$ cat src/rtl/uart_loader_pkg.sv
// Shared types for the UART boot-image loader: FSM encoding and little-endian byte placement.
// Combinational helpers only; no latency, no flow control.
// Imported by the loader top and its byte FIFO.
package uart_loader_pkg;

    localparam int BYTES_PER_WORD = 4;
    localparam logic [1:0] LAST_BYTE = 2'(BYTES_PER_WORD - 1);

    typedef enum logic [2:0] {
        ST_LEN   = 3'd0,
        ST_DATA  = 3'd1,
        ST_WRITE = 3'd2,
        ST_DONE  = 3'd3,
        ST_ERR   = 3'd4
    } state_t;

    // Drop one byte into lane idx of a little-endian word.
    function automatic logic [31:0] put_byte(input logic [31:0] word,
                                             input logic [1:0]  idx,
                                             input logic [7:0]  data);
        logic [31:0] r;
        r = word;
        case (idx)
            2'd0:    r[7:0]   = data;
            2'd1:    r[15:8]  = data;
            2'd2:    r[23:16] = data;
            default: r[31:24] = data;
        endcase
        return r;
    endfunction

endpackage

$ cat src/rtl/uart_byte_fifo.sv
// Byte FIFO, first-word-fall-through: head byte readable while empty is low.
// Latency: a pushed byte is visible at the head one cycle later.
// Backpressure: none upstream; a push while full (and no pop) is dropped and pulses overflow.
module uart_byte_fifo #(
    parameter int DEPTH = 8
) (
    input  logic       clk,
    input  logic       rst,
    input  logic [7:0] wr_data,
    input  logic       push,
    input  logic       pop,
    output logic [7:0] rd_data,
    output logic       full,
    output logic       empty,
    output logic       overflow
);

    localparam int AW = $clog2(DEPTH);
    localparam logic [AW:0] PTR_ONE = (AW + 1)'(1);

    logic [7:0]  mem [DEPTH];
    logic [AW:0] wr_ptr;
    logic [AW:0] rd_ptr;
    logic        do_pop;
    logic        do_push;

    assign empty = (wr_ptr == rd_ptr);
    assign full  = (wr_ptr[AW] != rd_ptr[AW]) && (wr_ptr[AW-1:0] == rd_ptr[AW-1:0]);

    // A pop in the same cycle frees the slot, so push-while-full is only lost without one.
    assign do_pop   = pop && !empty;
    assign do_push  = push && (!full || do_pop);
    assign overflow = push && full && !do_pop;

    assign rd_data = mem[rd_ptr[AW-1:0]];

    always_ff @(posedge clk) begin
        if (rst) begin
            wr_ptr <= '0;
            rd_ptr <= '0;
        end else begin
            if (do_push) wr_ptr <= wr_ptr + PTR_ONE;
            if (do_pop)  rd_ptr <= rd_ptr + PTR_ONE;
        end
    end

    always_ff @(posedge clk) begin
        if (do_push) mem[wr_ptr[AW-1:0]] <= wr_data;
    end

endmodule

$ cat src/rtl/uart_word_loader.sv
// Boot-image loader: 4-byte LE word count N, then N LE words written to BASE_ADDR + 4*i.
// Latency: min 5 cycles per word (4 byte pops + 1 write handshake); FIFO adds 1 cycle.
// Backpressure: mem_ready stalls pops; bytes buffer in the FIFO, overflow sets sticky error.
import uart_loader_pkg::*;

module uart_word_loader #(
    parameter logic [31:0] BASE_ADDR  = 32'h0000_0000,
    parameter int          FIFO_DEPTH = 8,
    parameter logic [31:0] MAX_WORDS  = 32'h0001_0000
) (
    input  logic        clk,
    input  logic        rst,
    input  logic [7:0]  rx_data,
    input  logic        rx_valid,
    output logic        mem_valid,
    input  logic        mem_ready,
    output logic [31:0] mem_addr,
    output logic [31:0] mem_wdata,
    output logic        busy,
    output logic        done,
    output logic        error
);

    state_t      state;
    logic [1:0]  byte_idx;
    logic [31:0] asm_word;
    logic [31:0] next_word;
    logic [31:0] count;
    logic [31:0] word_cnt;

    logic [7:0]  fifo_data;
    logic        fifo_empty;
    logic        fifo_full_unused;
    logic        fifo_overflow;
    logic        pop;
    logic        last_byte;

    assign pop       = ((state == ST_LEN) || (state == ST_DATA)) && !fifo_empty;
    assign last_byte = (byte_idx == LAST_BYTE);
    assign next_word = put_byte(asm_word, byte_idx, fifo_data);

    uart_byte_fifo #(
        .DEPTH(FIFO_DEPTH)
    ) u_fifo (
        .clk      (clk),
        .rst      (rst),
        .wr_data  (rx_data),
        .push     (rx_valid),
        .pop      (pop),
        .rd_data  (fifo_data),
        .full     (fifo_full_unused),
        .empty    (fifo_empty),
        .overflow (fifo_overflow)
    );

    always_ff @(posedge clk) begin
        if (rst) begin
            state     <= ST_LEN;
            byte_idx  <= 2'd0;
            asm_word  <= 32'd0;
            count     <= 32'd0;
            word_cnt  <= 32'd0;
            mem_valid <= 1'b0;
            mem_addr  <= BASE_ADDR;
            mem_wdata <= 32'd0;
            busy      <= 1'b0;
            done      <= 1'b0;
            error     <= 1'b0;
        end else begin
            if (fifo_overflow) error <= 1'b1;

            case (state)
                ST_LEN: begin
                    if (pop) begin
                        byte_idx <= byte_idx + 2'd1;
                        asm_word <= next_word;
                        if (last_byte) begin
                            count <= next_word;
                            if (next_word == 32'd0) begin
                                state <= ST_DONE;
                                done  <= 1'b1;
                            end else if (next_word > MAX_WORDS) begin
                                state <= ST_ERR;
                                error <= 1'b1;
                            end else begin
                                state <= ST_DATA;
                                busy  <= 1'b1;
                            end
                        end
                    end
                end

                ST_DATA: begin
                    if (pop) begin
                        byte_idx <= byte_idx + 2'd1;
                        asm_word <= next_word;
                        if (last_byte) begin
                            mem_wdata <= next_word;
                            mem_valid <= 1'b1;
                            state     <= ST_WRITE;
                        end
                    end
                end

                // Request stays frozen until accepted; the FIFO keeps absorbing bytes meanwhile.
                ST_WRITE: begin
                    if (mem_ready) begin
                        mem_valid <= 1'b0;
                        mem_addr  <= mem_addr + 32'd4;
                        word_cnt  <= word_cnt + 32'd1;
                        if (word_cnt + 32'd1 == count) begin
                            state <= ST_DONE;
                            busy  <= 1'b0;
                            done  <= 1'b1;
                        end else begin
                            state <= ST_DATA;
                        end
                    end
                end

                ST_DONE: begin
                end

                ST_ERR: begin
                end

                default: begin
                    state <= ST_ERR;
                    error <= 1'b1;
                end
            endcase
        end
    end

endmodule

$ cat config.mk
export PLATFORM = sky130hd
export DESIGN_NAME = uart_word_loader
export DESIGN_NICKNAME = d
export VERILOG_FILES = /design/src/rtl/uart_loader_pkg.sv /design/src/rtl/uart_byte_fifo.sv /design/src/rtl/uart_word_loader.sv
export SDC_FILE = /design/constraint.sdc
export NUM_CORES = 1
export LEC_CHECK = 0
export ABC_CLOCK_PERIOD_IN_PS = 3100
export BUFFER_PORTS_ARGS = -buffer_cell sky130_fd_sc_hd__buf_2
export CORE_ASPECT_RATIO = 0.75
export CORE_MARGIN = 1.5
export CORE_UTILIZATION = 60
export DETAILED_ROUTE_END_ITERATION = 8
export GPL_TIMING_DRIVEN = 0
export PLACE_DENSITY = 0.86
export SLEW_MARGIN = 15
export SYNTH_ARGS = -nofsm -noshare
export SYNTH_HDL_FRONTEND = slang
export SYNTH_SLANG_ARGS = --single-unit
$ cat constraint.sdc
create_clock -name clk -period 3.1 [get_ports clk]
set_input_delay 0.465 -clock clk [delete_from_list [all_inputs] [get_ports clk]]
set_output_delay 0.465 -clock clk [all_outputs]
set_load 0.02 [all_outputs]
### Word-level counts from Yosys, hierarchy flattened

Memories as Yosys holds them, arrays and structs flattened. A register that Yosys moved wholly into a read port is not among the register bits.
Cells that the tools add are included.

* register bits after elaboration: 177
* latch bits: 0
* RAM bits: 64
* bits in read-only memories: 0
* input port bits: 12
* memories: 1

* $add $sub $neg: 5
* $mul: 0
* div/mod/pow operators: 0
* magnitude comparators: 1
* equal/unequal tests: 20
* shift-type cells: 0
* multiplexer cells: 40
* bitwise logic cells: 1
* reductions and logical operators: 28

Memories
* u_fifo.mem: depth 8, bits a word 8, rd ports 1, clocked after memory_dff 1, write ports 1, line uart_byte_fifo.sv:21 `logic [7:0] mem [DEPTH];`

Operators by type and width (number)
* 32-bit by 1-bit adder with 32-bit output, second input constant: 1
* 32-bit by 3-bit adder with 32-bit output, second input constant: 1
* 32-bit == test: 1
* 32-bit by 17-bit > comparator with 1-bit output, second input constant: 1
* 32-bit zero test: 1
* 8-bit two-way mux: 4
* 3-bit two-way mux: 9
* 1-bit two-way mux: 21
* 2-bit != test, second input constant: 6
* 3-bit case mux with 4 select lines: 1
* 6-bit AND reduction: 2
* 4-bit by 1-bit adder with 4-bit output, second input constant: 2
* 1-bit case mux with 2 select lines: 4
* 7-bit AND reduction: 1
* 3-bit by 2-bit == test with 1-bit output, second input constant: 2
* 1-bit logical AND: 6
* 2-bit by 1-bit != test with 1-bit output, second input constant: 3
* 3-bit AND reduction: 2
* 2-bit == test, second input constant: 2
* 4-bit == test: 1
* 2-bit AND reduction: 2
* 4-bit AND reduction: 1
* 2-bit nonzero test: 2
* 2-bit OR reduction: 2
* 14 further kinds: 17

### Longest topological paths before layout

Gate-level depths: netlist (run 1).

* depth after elaboration: 12
* gate-level depth with buffers: 11

### Modules after synthesis

From an unflattened synthesis (run 1), not the netlist that was laid out.

* cell total of the unflattened synthesis: 1133
* area, all modules: 10946.7 sq um

By module, submodules not included
* uart_word_loader: instances 1, cells an instance 968, area an instance 7925.1 sq um
* uart_byte_fifo: instances 1, cells an instance 165, area an instance 3021.6 sq um

### Least setup slack after synthesis (run 1)

OpenSTA, ideal clock, no wires.

* kind: flip-flop to flip-flop
* start: register with a tool-made name
* end: register done
* library setup time: 0.059 ns
* arrival: 2.607 ns
* data required time: 3.041 ns
* slack: 0.435 ns
* cell stages (with the launch flop): 11
* path buffers: 2
* period minus slack after synthesis: 2.665 ns
* cells stage by stage: dfxtp_1 clkbuf_1 clkbuf_1 mux4_2 mux2_4 mux2i_1 nand4_1 nor4_2 nand3_1 a21oi_1 o31a_1

RTL lines
* end signal: assignment: line uart_word_loader.sv:67 `done <= 1'b0;`
* end signal: assignment: line uart_word_loader.sv:81 `done <= 1'b1;`
* end signal: assignment: line uart_word_loader.sv:114 `done <= 1'b1;`
* end: declaration: line uart_word_loader.sv:20 `output logic done,`

==> flow_summary.ini, run 1 <==
[outcome]
status = complete, no violations

[layout]
finish.utilization_pct = 71.6
layout.cells.non_filler = 1506
n_antenna_cell = 0
layout.nets = 1269
drive_above_1_share_pct = 15.3
nFillCells = 1209
synthToLayoutAreaGrowth_pct = 16.8

[floorplan]
num_rows = 42
die_area_sq_um = 18900
start_util_pct = 61.3
chipWidth_microns = 158
coreArea_sq_um = 17700
die_h_microns = 119
io_pins = 80

[timing]
layout_min_cycle_time_ps = 3080
fin_worst_skew_ps = 25.8
timing.final.crit_share_pct = 99.5
tightest_slew_ps = 1130
max_freq_mhz = 324
slew-limit-headroom_pct = 23.0
setup_viol = 0
final.setup.tns_ps = 0
hold_viol_final = 0
finalMaxSlewViolations = 0

[global_route]
grt_overflow = 0
grt_max_degree = 15
grt_pass1_wl_microns = 43600
track_usage_pct = 29.8
antenna_found_initial = 0
first_global_vias = 8276

[hold_path]
hold_path.startpoint = rx_data[3]
hp-class = in2reg

[critical_path]
crit_arrival_ps = 3540
cpMostUsedCell = nand4_1
crit_buf_inv = 1
slowest_delay_ps = 560
critPathCaptureType = flop
cp_top_family = multiplexers
path_class = reg2reg
cp_max_fo = 7
slowest_stage = mux4_1
critPathRequiredTime_ps = 3550
start_kind = flop
crit_chain = buf_6 > mux4_1 > mux2_2 > mux2i_2 > nand4_1 > nor4_4 > xor2_1 > nand4_1 > o21ai_1

[pwr]
power_density_nw_per_um2 = 701
p_leak_nw = 4.61
power_mw = 8.86
ir_worst_vdd_uv = 552

[logic_synthesis]
synth_area_sq_um = 10800
synthCells = 1147
syn_avg_cell_area_sq_um = 9.44
synthArstFlopShare_pct = 0
synth_enable_flop_cells = 64
ys_seq_elements = 242
ys_warn_count = 0
synth_seq_area_share_pct = 50.7
ys.flop_type = dfxtp_1
yosys.cell_types.count = 58

[detailed_routing]
via_per_inst = 6.11
post_drt_wl_per_cell_microns = 19.7
routed_wl_microns = 29700
ant_nets = 0
dr.pass1.iters = 6
drc = 0
vias = 9203
drtIter0Drc = 1303

[clock_network]
root_buffer = clkbuf_16
clk_latency_ps = 550
clock-sinks = 242
cts_buffers = 24
htreeDepth = 1
clk_pin_slew_ps = 70
cts_tree = yes
clock_path_buffers = 3

[flow_run]
cap_violations = 0

[placed_design]
dp.cells = 1467
hpwl_microns = 19600
portBuffers = 77
routabilityCongestion = 0.932
==> state kept, by name, indices dropped and copies added (netlist names), named ones only <==
register	flops
u_fifo.mem	64
done	1
word_cnt	32
u_fifo.wr_ptr	4
mem_addr	30
error	1
state	3
busy	1
mem_wdata	32
asm_word	32
u_fifo.rd_ptr	4
count	32
byte_idx	2
mem_valid	1
==> cell type report <==
cell class,instances,area [sq um],area share (%)
repair buffers,82,423,3.34
flip-flops and latches,242,5490,43.4
clock buffers,36,668,5.28
inverters,9,33.8,0.267
clock inverters,6,109,0.861
well taps,242,303,2.39
plain buffers,65,293,2.32
multi-input cells,824,5320,42.1
==> cells by family (layout without fill, tap and decap cells) <==
group                      Yosys count  in the layout  synth area share [%]
adders and majority gates            9              9                  1.04
buffers and inverters               82            198                  3.19
xor gates and xnor gates           105            105                  8.50
AOI/OAI and AO/OA                  157            157                  7.89
other                                1              2                0.0346
and+or+nand+nor                    491            491                  20.8
DFF                                242            242                  50.7
muxes                               60             60                  7.91
==> repair_timing <==
item                                   4_1_cts  5_1_grt
endpoints found under the hold margin        0        0
buffers inserted                             0        5
gates resized for setup                     16       51
pin swaps                                    0        7
setup endpoints to repair                   12       49
hold buffers                                 0        0
==> placed cells by master, fill, tap and decap left out, types with 19 or more instances in the layout <==
cell       Yosys  final
xnor2_1       56     56
a21oi_1      118    118
nand2_1       50     50
nor3_1        21     19
xor2_1        49     49
nand3_1       28     27
nor2_1       282    282
dfxtp_1      178    175
edfxtp_1      64     64
clkbuf_16      0     24
clkbuf_1      53     53
nand4_1       35     35
buf_2          4     80
==> path summary, 6_finish.rpt <==
| path | to | slack [ps] | cells after the start |
|---|---|---|---|
| max reg2reg | busy | 20 | 9 |
| max | busy | 20 | 9 |
| min reg2reg | mem_wdata[22] | 480 | 2 |
| min | u_fifo.mem[0][3] | 190 | 1 |
==> stage by stage <==
| step | hold WS, ps | area [sq um] | setup WS (ps) |
|---|---|---|---|
| final | 187 | 12600 | 15.7 |
| after global routing | 201 | 12600 | -88.0 |
| after CTS | 184 | 12400 | 17.5 |
| after detailed placement | 467 | 11500 | -511 |
| after global placement | 454 | 11500 | -374 |
| after floorplan | 454 | 10800 | 435 |
==> power breakdown <==
part	internal [mW]	switching (mW)	total, mW	leakage (nW)
Sequential	3.41	0.158	3.56	2.02
Combinational	0.853	1.56	2.41	2.21
Clock	1.67	1.23	2.89	0.380
==> layer usage <==
metal,track usage [%],share of wire [%],vias up
li1,-,-,4188
met1,43.9,41,4284
met2,43.8,44,613
met3,5.46,11,118
met4,11.2,3.5,0
met5,0,0,-
==> worst reg2reg max path: stages (launching register included) <==
cell	delay, ps
dfxtp_1	340
buf_6	150
mux4_1	560
mux2_2	370
mux2i_2	480
nand4_1	240
nor4_4	350
xor2_1	180
nand4_1	170
o21ai_1	160
==> Yosys cell counts, types with 2 or more instances <==
| library cell | count | area (sq um) |
|---|---|---|
| edfxtp_1 | 64 | 1920 |
| ha_1 | 9 | 113 |
| a211oi_1 | 2 | 15.0 |
| nor2_1 | 282 | 1060 |
| o31a_1 | 2 | 17.5 |
| nand2_1 | 50 | 188 |
| nor4_1 | 13 | 81.3 |
| xor2_1 | 49 | 429 |
| mux4_2 | 9 | 203 |
| nor3_1 | 21 | 105 |
| a21oi_1 | 118 | 591 |
| dfxtp_1 | 178 | 3560 |
| nand4_1 | 35 | 219 |
| a31oi_1 | 2 | 12.5 |
| nand3b_1 | 2 | 15.0 |
| o211ai_1 | 2 | 15.0 |
| mux4_1 | 7 | 184 |
| and2_1 | 4 | 25.0 |
| nand4b_1 | 2 | 17.5 |
| nor4_2 | 3 | 37.5 |
| mux2_4 | 3 | 45.0 |
| or2_2 | 2 | 12.5 |
| or3_1 | 16 | 100 |
| nand3_1 | 28 | 140 |
| and4_1 | 8 | 70.1 |
| a221oi_1 | 3 | 26.3 |
| inv_1 | 9 | 33.8 |
| o21ai_0 | 18 | 90.1 |
| xnor2_1 | 56 | 490 |
| mux2_2 | 5 | 56.3 |
| buf_1 | 11 | 41.3 |
| o31ai_1 | 2 | 15.0 |
| mux2i_2 | 2 | 27.5 |
| clkbuf_1 | 53 | 199 |
| buf_4 | 2 | 15.0 |
| and3_1 | 9 | 56.3 |
| mux2i_1 | 34 | 340 |
| nor2b_1 | 3 | 18.8 |
| nand2b_1 | 7 | 43.8 |
| buf_2 | 4 | 20.0 |
(Power assumes the default switching activity.)
==> inputs of run 2 (changes only) <==
--- a/config.mk
+++ b/config.mk
@@ -8,11 +8,12 @@
 export ABC_CLOCK_PERIOD_IN_PS = 3100
 export BUFFER_PORTS_ARGS = -buffer_cell sky130_fd_sc_hd__buf_2
 export CORE_ASPECT_RATIO = 0.75
-export CORE_MARGIN = 1.5
+export CORE_MARGIN = 8
 export CORE_UTILIZATION = 60
+export CTS_CLUSTER_DIAMETER = 100
 export DETAILED_ROUTE_END_ITERATION = 8
 export GPL_TIMING_DRIVEN = 0
-export PLACE_DENSITY = 0.86
+export PLACE_DENSITY = 0.79
 export SLEW_MARGIN = 15
 export SYNTH_ARGS = -nofsm -noshare
 export SYNTH_HDL_FRONTEND = slang
==> run 2 against run 1 <==
Compared with the run above: setup slack gained 55 ps; die area rose by 20%; maximum frequency increased by 1.8%; highest routed layer unchanged; clock skew down 5.4 ps; first-iteration DRC count decreased by 5.8%; combinational power down 7%; largest cell class unchanged; final cell count up 0.40%.
==> flow_summary.ini, run 2 (synthesis gave the netlist of run 1 again) <==
[critical_path]
worstRegToRegCells = 9
critPathRequiredTime_ps = 3570
critPathCaptureType = flop
path_class = reg2reg
regToRegEndpoint = done
start_kind = flop
r2r_slack_ps = 70
cp_max_fo = 7
crit_arrival_ps = 3500
worstSetupEndpoint = done

[global_route]
grt_max_degree = 15
first_global_vias = 8586
antenna_found_initial = 0
grt_pass1_wl_microns = 46200
grt_overflow = 0
track_usage_pct = 25.4

[layout]
finish.utilization_pct = 71.3
register_area_sq_um = 5490
synthToLayoutAreaGrowth_pct = 16.2
largest_register_ffs = 64
n_antenna_cell = 0
multi_input_area_sq_um = 5220
layout.nets = 1273
layout_commonest_cell = nor2_1
layout.cells.non_filler = 1512
final_cell_mix = nor2_1, dfxtp_1, a21oi_1, buf_2, edfxtp_1
drive_above_1_share_pct = 15.1
nFillCells = 1284
final_cell_area_sq_um = 12600

[clock_network]
clk_pin_slew_ps = 60
htreeDepth = 1
clock-sinks = 242
cts_tree = yes
cts_buffers = 24
clock_path_buffers = 3
root_buffer = clkbuf_16
cts_hold_buf = 0
clk_latency_ps = 540

[pwr]
swShare_pct = 32.4
p_switching_mw = 2.85
p_clk_share_pct = 34.0
p_leak_nw = 4.60
p_seq_share_pct = 40.3
intPower_mw = 5.93
ir_worst_vdd_uv = 457
pwr-share-comb_pct = 25.6
power_mw = 8.77
power_density_nw_per_um2 = 697

[timing]
fin_worst_skew_ps = 20.4
tightest_slew_ps = 1080
layout_setup_ws_ps = 70.5
slew-limit-headroom_pct = 27.8
hold_viol_final = 0
max_freq_mhz = 330
setup_viol = 0
final.setup.tns_ps = 0
layout_min_cycle_time_ps = 3030
finalMaxSlewViolations = 0
rsz0062_at_grt = yes
timing.final.crit_share_pct = 97.7
fin_hold_ws_ps = 193

[floorplan]
die_area_sq_um = 22600
coreArea_sq_um = 17700
die_h_microns = 132
chipWidth_microns = 171
num_rows = 42
start_util_pct = 61.3
io_pins = 80

[detailed_routing]
ant_nets = 0
routed_wl_microns = 30100
via_per_inst = 6.09
met1_length_microns = 13000
wl_met3_microns = 3550
drc = 0
post_drt_wl_per_cell_microns = 19.9
drtIter0Drc = 1228
top_layer_used = met4
dr.pass1.iters = 5
vias = 9205
wl_met2_microns = 12900

[flow_run]
cap_violations = 0

[placed_design]
portBuffers = 77
dpl_cell_area_sq_um = 11500
dp.cells = 1467
hpwl_microns = 20800
routabilityCongestion = 0.927
pre_cts_ws_ps = -612

[outcome]
status = complete, no violations

[hold_path]
hp-class = in2reg
[run 2: how the worst min path moves through the flow]
stage / cells after the start / slack (ps) / start / endpoint
finish: 1 / 190 / rx_data[0] / u_fifo.mem[3][0]
global route: 1 / 190 / rx_data[0] / u_fifo.mem[4][0]
CTS: 1 / 180 / rx_data[0] / u_fifo.mem[3][0]
detailed placement: 2 / 450 / mem_valid / mem_valid
global placement: 2 / 440 / mem_valid / mem_valid
floorplan: 2 / 450 / asm_word[8] / asm_word[8]
[run 2: what timing repair did]
| item | 4_1_cts | 5_1_grt |
|---|---|---|
| pin swaps | 0 | 2 |
| setup buffers | 0 | 3 |
| setup endpoints to repair | 6 | 35 |
| resized for setup | 15 | 38 |
[run 2: critical path: stages, from the launching register on]
cell and delay [ps]:
dfxtp_1 320, buf_6 150, mux4_1 560, mux2_2 370, mux2i_2 390, nand4_1 240
nor4_4 420, nand3_2 170, a21oi_2 180, o31a_1 140
[run 2: per-layer routing]
layer  vias up  global-route usage, %
met1      4369                   36.4
met4         0                   6.89
li1       4204                      -
met5         -                      0
met3        68                   6.94
met2       564                   37.0
[run 2: final cells by class]
| class | instances | share of cell area (%) |
|---|---|---|
| plain buffers | 71 | 2.50 |
| clock buffers | 35 | 5.50 |
| clock inverters | 9 | 0.984 |
| inverters | 9 | 0.268 |
| multi-input cells | 824 | 41.5 |
| flip-flops and latches | 242 | 43.6 |
| well taps | 242 | 2.41 |
| repair buffers | 80 | 3.24 |
[run 2: power groups by stage]
stage                     registers (mW)  clock network, mW  logic [mW]
final                               3.54               2.99        2.25
after global placement              3.57                  0        1.80
after detailed placement            3.58                  0        1.85
after CTS                           3.52               2.98        1.95
after global routing                3.55               3.13        2.35
after floorplan                     3.55                  0        1.34
